<file path="src/rtl/data_memory_ctrl.sv">
// data_memory_ctrl: clocked byte/half/word data memory that replaces the
// combinational byte array of the multi-cycle CPU. Big-endian lanes, a
// configurable wait-state count before ack, and a zero-fill sweep after reset.
// Optional macro DM_MISALIGN_EXC_EN adds the misalign port: misaligned
// requests then complete without touching memory and flag misalign with ack.
//
// Handshake: a request is accepted on the rising edge where req=1 and
// ready=1; all request fields are captured on that edge. Exactly one
// ack pulse follows WAIT_STATES+1 cycles later, and ready stays low from
// the accept edge until the cycle after ack.
module data_memory_ctrl #(
    parameter int DEPTH_BYTES = 64,
    parameter int WAIT_STATES = 0,
    parameter int CNT_W       = 4
) (
    input  logic        CLK,
    input  logic        Reset,
    input  logic        req,
    input  logic        we,
    input  logic [1:0]  size,
    input  logic        sign_ext,
    input  logic [31:0] DAddr,
    input  logic [31:0] DataIn,
    output logic        ready,
    output logic        ack,
    output logic [31:0] DataOut,
    output logic        init_busy,
`ifdef DM_MISALIGN_EXC_EN
    output logic        misalign,
`endif
    output logic [1:0]  state_dbg
);

    localparam int AW     = $clog2(DEPTH_BYTES);
    localparam int NWORDS = DEPTH_BYTES / 4;
    localparam int WI_W   = (AW > 2) ? AW - 2 : 1;

    typedef enum logic [1:0] {
        S_INIT = 2'd0,
        S_IDLE = 2'd1,
        S_WAIT = 2'd2,
        S_RESP = 2'd3
    } state_t;

    state_t            state, state_nx;
    logic [31:0]       mem [NWORDS];
    logic [WI_W-1:0]   init_idx;
    logic [CNT_W-1:0]  wcnt;

    // captured request
    logic              r_we, r_sx;
    logic [1:0]        r_size;
    logic [AW-1:0]     r_addr;
    logic [31:0]       r_din;

    // effective operation: live inputs on the accept edge, captured copy later
    logic              op_we, op_sx, op_mis, blocked, enter_resp, init_last;
    logic [1:0]        op_size;
    logic [AW-1:0]     op_addr;
    logic [31:0]       op_din, rd_word, ld_val, wdata;
    logic [WI_W-1:0]   widx;
    logic [3:0]        be;
    logic [7:0]        rd_byte;
    logic [15:0]       rd_half;

    // Address bits above the memory size are ignored (address wraps).
    logic unused_addr_hi;
    assign unused_addr_hi = ^DAddr[31:AW];

`ifdef DM_MISALIGN_EXC_EN
    logic r_mis;
`endif

    // State register
    always_ff @(posedge CLK) begin
        if (Reset) state <= S_INIT;
        else       state <= state_nx;
    end

    // Next-state logic
    always_comb begin
        state_nx = state;
        case (state)
            S_INIT: if (init_last) state_nx = S_IDLE;
            S_IDLE: if (req) state_nx = (WAIT_STATES > 0) ? S_WAIT : S_RESP;
            S_WAIT: if (wcnt == '0) state_nx = S_RESP;
            S_RESP: state_nx = S_IDLE;
            default: state_nx = S_INIT;
        endcase
    end

    // Moore outputs decoded from the state
    always_comb begin
        ready     = (state == S_IDLE);
        ack       = (state == S_RESP);
        init_busy = (state == S_INIT);
        state_dbg = state;
`ifdef DM_MISALIGN_EXC_EN
        misalign  = (state == S_RESP) && r_mis;
`endif
    end

    // Select operation source, decode lanes and form load value
    always_comb begin
        init_last  = (init_idx == WI_W'(NWORDS - 1));
        enter_resp = (state_nx == S_RESP) && (state != S_RESP);
        if (state == S_IDLE) begin
            op_we   = we;
            op_size = size;
            op_sx   = sign_ext;
            op_addr = DAddr[AW-1:0];
            op_din  = DataIn;
        end else begin
            op_we   = r_we;
            op_size = r_size;
            op_sx   = r_sx;
            op_addr = r_addr;
            op_din  = r_din;
        end
        widx    = WI_W'(op_addr >> 2);
        op_mis  = ((op_size == 2'b01) && op_addr[0]) ||
                  (op_size[1] && (op_addr[1:0] != 2'b00));
`ifdef DM_MISALIGN_EXC_EN
        blocked = op_mis;
`else
        blocked = 1'b0;
`endif
        rd_word = mem[widx];
        case (op_addr[1:0])
            2'd0:    rd_byte = rd_word[31:24];
            2'd1:    rd_byte = rd_word[23:16];
            2'd2:    rd_byte = rd_word[15:8];
            default: rd_byte = rd_word[7:0];
        endcase
        // Half ignores A[0]; word ignores A[1:0] (silent alignment).
        rd_half = op_addr[1] ? rd_word[15:0] : rd_word[31:16];
        case (op_size)
            2'b00: begin
                ld_val = {{24{op_sx & rd_byte[7]}}, rd_byte};
                be     = 4'b1000 >> op_addr[1:0];
                wdata  = {4{op_din[7:0]}};
            end
            2'b01: begin
                ld_val = {{16{op_sx & rd_half[15]}}, rd_half};
                be     = op_addr[1] ? 4'b0011 : 4'b1100;
                wdata  = {2{op_din[15:0]}};
            end
            default: begin
                ld_val = rd_word;
                be     = 4'b1111;
                wdata  = op_din;
            end
        endcase
    end

    // Init sweep index, wait counter and request capture
    always_ff @(posedge CLK) begin
        if (Reset) begin
            init_idx <= '0;
            wcnt     <= '0;
            r_we     <= 1'b0;
            r_sx     <= 1'b0;
            r_size   <= 2'b00;
            r_addr   <= '0;
            r_din    <= '0;
`ifdef DM_MISALIGN_EXC_EN
            r_mis    <= 1'b0;
`endif
        end else begin
            if (state == S_INIT) init_idx <= init_idx + WI_W'(1);
            if (state == S_IDLE && req) begin
                r_we   <= we;
                r_sx   <= sign_ext;
                r_size <= size;
                r_addr <= DAddr[AW-1:0];
                r_din  <= DataIn;
                wcnt   <= (WAIT_STATES > 0) ? CNT_W'(WAIT_STATES - 1) : '0;
`ifdef DM_MISALIGN_EXC_EN
                r_mis  <= op_mis;
`endif
            end else if (state == S_WAIT) begin
                wcnt <= wcnt - CNT_W'(1);
            end
        end
    end

    // Load result registered on the edge entering RESP; stores return zero
    always_ff @(posedge CLK) begin
        if (Reset)           DataOut <= '0;
        else if (enter_resp) DataOut <= (op_we || blocked) ? 32'h0 : ld_val;
    end

    // Memory array: zero sweep in INIT, byte-enabled store commit entering RESP
    always_ff @(posedge CLK) begin
        if (!Reset) begin
            if (state == S_INIT) begin
                mem[init_idx] <= 32'h0;
            end else if (enter_resp && op_we && !blocked) begin
                for (int i = 0; i < 4; i++) begin
                    if (be[i]) mem[widx][8*i +: 8] <= wdata[8*i +: 8];
                end
            end
        end
    end

endmodule

</file>
<file path="config.mk">
export PLATFORM = sky130hd
export DESIGN_NAME = data_memory_ctrl
export DESIGN_NICKNAME = d
export VERILOG_FILES = /design/src/rtl/data_memory_ctrl.sv
export SDC_FILE = /design/constraint.sdc
export NUM_CORES = 1
export LEC_CHECK = 0
export ABC_AREA = 1
export CAP_MARGIN = 20
export CORE_MARGIN = 10
export CORE_UTILIZATION = 40
export DETAILED_ROUTE_END_ITERATION = 10
export GPL_TIMING_DRIVEN = 0
export HOLD_SLACK_MARGIN = 0.1
export SKIP_CTS_REPAIR_TIMING = 1
export SYNTH_ARGS = -nofsm -noshare
export SYNTH_HDL_FRONTEND = slang
export SYNTH_SLANG_ARGS = --single-unit
</file>
<file path="constraint.sdc">
create_clock -name CLK -period 6.83 [get_ports CLK]
set_input_delay 1.0245 -clock CLK [delete_from_list [all_inputs] [get_ports CLK]]
set_output_delay 1.0245 -clock CLK [all_outputs]
set_load 0.05 [all_outputs]
</file>
==> flow_summary.toml <==
[run_status]
status = "finished clean"

[routing]
drt-total-wl_um = 90100
drt_pass1_iterations = 8
drc = 0
vias_per_cell = 5.62
drtIter0Drc = 2656
ant_nets = 0
wl_per_cell_um = 25.5
vias = 19900

[placed_design]
finalWeightedCongestion = 1.01
dp_cells = 3413
dp_worst_setup_slack_ns = 1.65
port_buffers = 81
place_area_mm2 = 0.0277
dp_hpwl_um = 65400

[global_routing]
grt_pass1_vias = 18500
grt_max_degree = 18
grt_overflow = 0
grt_pass1_wl_um = 128000
grt_usage_pct = 23.6
antenna_found_initial = 0

[clock_network]
cts.path.max_buffers = 3
clk_pin_slew_ns = 0.06
root_buffer = "clkbuf_16"
htreeDepth = 2
worstSkewPairLatency_ns = 0.64
cts_tree = "yes"
numCtsBuffers = 59
cts.sinks = 596

[power_and_ir_drop]
power_density_mw_per_mm2 = 247
irDropWorstVdd_uv = 177
total_power_mw = 7.35
p_leak_nw = 10.8

[logic_synthesis]
synthesis.area_mm2 = 0.0252
synth_top_area_share_pct = 60.9
seq_area_frac_synth_pct = 67.6
syn_nets = 2502
synth_edf_count = 512
syn_inst = 2429
yosysTopAreaCell = "edfxtp_1"
ys_warn_count = 0
ys_ff_latch = 596
async_flop_share_pct = 0
synth.area.top_cells = "edfxtp_1 61%, nand2_1 10%, nand3_1 10%"
synth_cell_types = 38
synth_flop_cell = "edfxtp_1"
postSynthAreaPerCell_um2 = 10.4

[sta]
rsz0062_at_grt = "no"
tightest_slew_ns = 1.24
fmax_mhz = 217
fin_ws_ns = 2.23
finalCritPeriodShare_pct = 67.3
slew_headroom_pct = 17.0
finalSetupViolCount = 0
drv_slew = 0
fin_skew_ns = 0.0212
hold_viol_final = 0
setup-tns-final_ns = 0
holdWs_ns = 0.453
period_minus_slack_ns = 4.60

[worst_setup_path]
worst-path-buf-inv = 6
slowest_stage = "nor2_1"
worstPathCellList = "clkdlybuf4s50_1, inv_1, nand3_1, nand2_1, buf_2, buf_2, buf_2, nand2_1, o21ai_2, inv_2, nor2_2, nand2_1, nor2_1"
start_kind = "input port"
path_class = "in -> reg"
crit_family = "simple AND/OR/NAND/NOR gates"
cp-end-kind = "register"
worstPathRequired_ns = 7.07
cp_max_fo = 10
critPathMaxStageDelay_ns = 0.94
arrival_ns = 4.84

[final_layout]
nNetsFinal = 2713
diodes = 0
area_growth_pct = 17.9
finalNonFillerCells = 3534
final_area_mm2 = 0.0297
layout-drive-gt1-share_pct = 10.9
final_util_pct = 47.4

[flow_run]
drv_cap = 0

[floorplanning]
ios = 108
die_w_um = 271
rows = 92
core_mm2 = 0.0627
dieArea_mm2 = 0.0735
die_h_um = 271
initial_utilization_pct = 40.2

[worst_hold_path]
holdCritPathClass = "reg -> reg"
==> cell type report <==
type	instances	area [um^2]
fill	5723	33000
sequential	596	17100
multi-input combinational	1566	7100
clock buffer	80	1640
timing repair buffer	150	1520
tap	846	1060
buffer	146	686
inverter	121	454
clock inverter	29	236
==> worst register-to-register path: cells and delay by family, from the launching register on <==
family / cells / cell delay, ns
and+or+nand+nor: 4 / 1.04
buffers and inverters: 5 / 2.07
DFF: 1 / 0.47
AOI/OAI and AO/OA: 4 / 0.78
==> synthesized netlist by cell type (14+ instances only) <==
library cell	count
edfxtp_1	512
clkbuf_1	52
inv_1	106
buf_4	14
nand3_1	510
dfxtp_1	84
o21ai_0	98
buf_2	62
nor2_1	116
a21oi_1	89
nand2_1	682
buf_1	17
==> sequential cells by signal, indices dropped and copies added, names as in the netlist, 2 cells and up <==
name	count
state_dbg	2
DataOut	32
init_idx	4
wcnt	4
mem	512
r_size	2
r_din	32
r_addr	6
==> layout by cell type (no fill, tap or decap), drive strengths merged <==
| cell | n |
|---|---|
| a221oi | 5 |
| o211ai | 6 |
| o22ai | 1 |
| inv | 121 |
| a22o | 2 |
| ha | 2 |
| buf | 163 |
| edfxtp | 512 |
| or2 | 1 |
| clkinvlp | 3 |
| xnor2 | 2 |
| a211oi | 5 |
| a21boi | 1 |
| clkbuf | 132 |
| bufinv | 3 |
| o31ai | 3 |
| a21oi | 92 |
| a2111oi | 2 |
| clkinv | 23 |
| nor3 | 6 |
| o21ai | 112 |
| dfxtp | 84 |
| clkdlybuf4s50 | 81 |
| nand3 | 512 |
| o2111ai | 2 |
| a22oi | 1 |
| nand2 | 685 |
| nor2 | 126 |
==> power by group <==
part / internal, mW / switching (mW) / total [mW]
Sequential: 3.95 / 0.0116 / 3.96
Clock: 1.79 / 1.40 / 3.19
Combinational: 0.0618 / 0.147 / 0.208
Total: 5.80 / 1.55 / 7.35
==> path summary, 6_finish.rpt <==
| path | from | endpoint | slack [ns] | cells past startpoint |
|---|---|---|---|---|
| worst max register to register | state_dbg[0] | DataOut[0] | 2.36 | 13 |
| worst min-delay path | r_din[26] | r_din[26] | 0.45 | 2 |
| worst min register to register | r_din[26] | r_din[26] | 0.45 | 2 |
| worst max-delay path | DAddr[2] | mem[14][11] | 2.23 | 13 |
==> per-layer routing <==
layer  GRT usage, %  part of all wire (%)
met5              0                     0
met4           11.5                   5.4
met3           3.99                   9.2
met2           38.2                    47
met1           30.6                    39
==> logic make-up after synthesis <==
kind of cell / synth area share, %
AOI/OAI and AO/OA: 5.12
xor gates and xnor gates: 0.0694
adders and majority gates: 0.0991
buffers and inverters: 4.52
DFF: 67.6
and+or+nand+nor: 22.6
(Power assumes the default switching activity.)
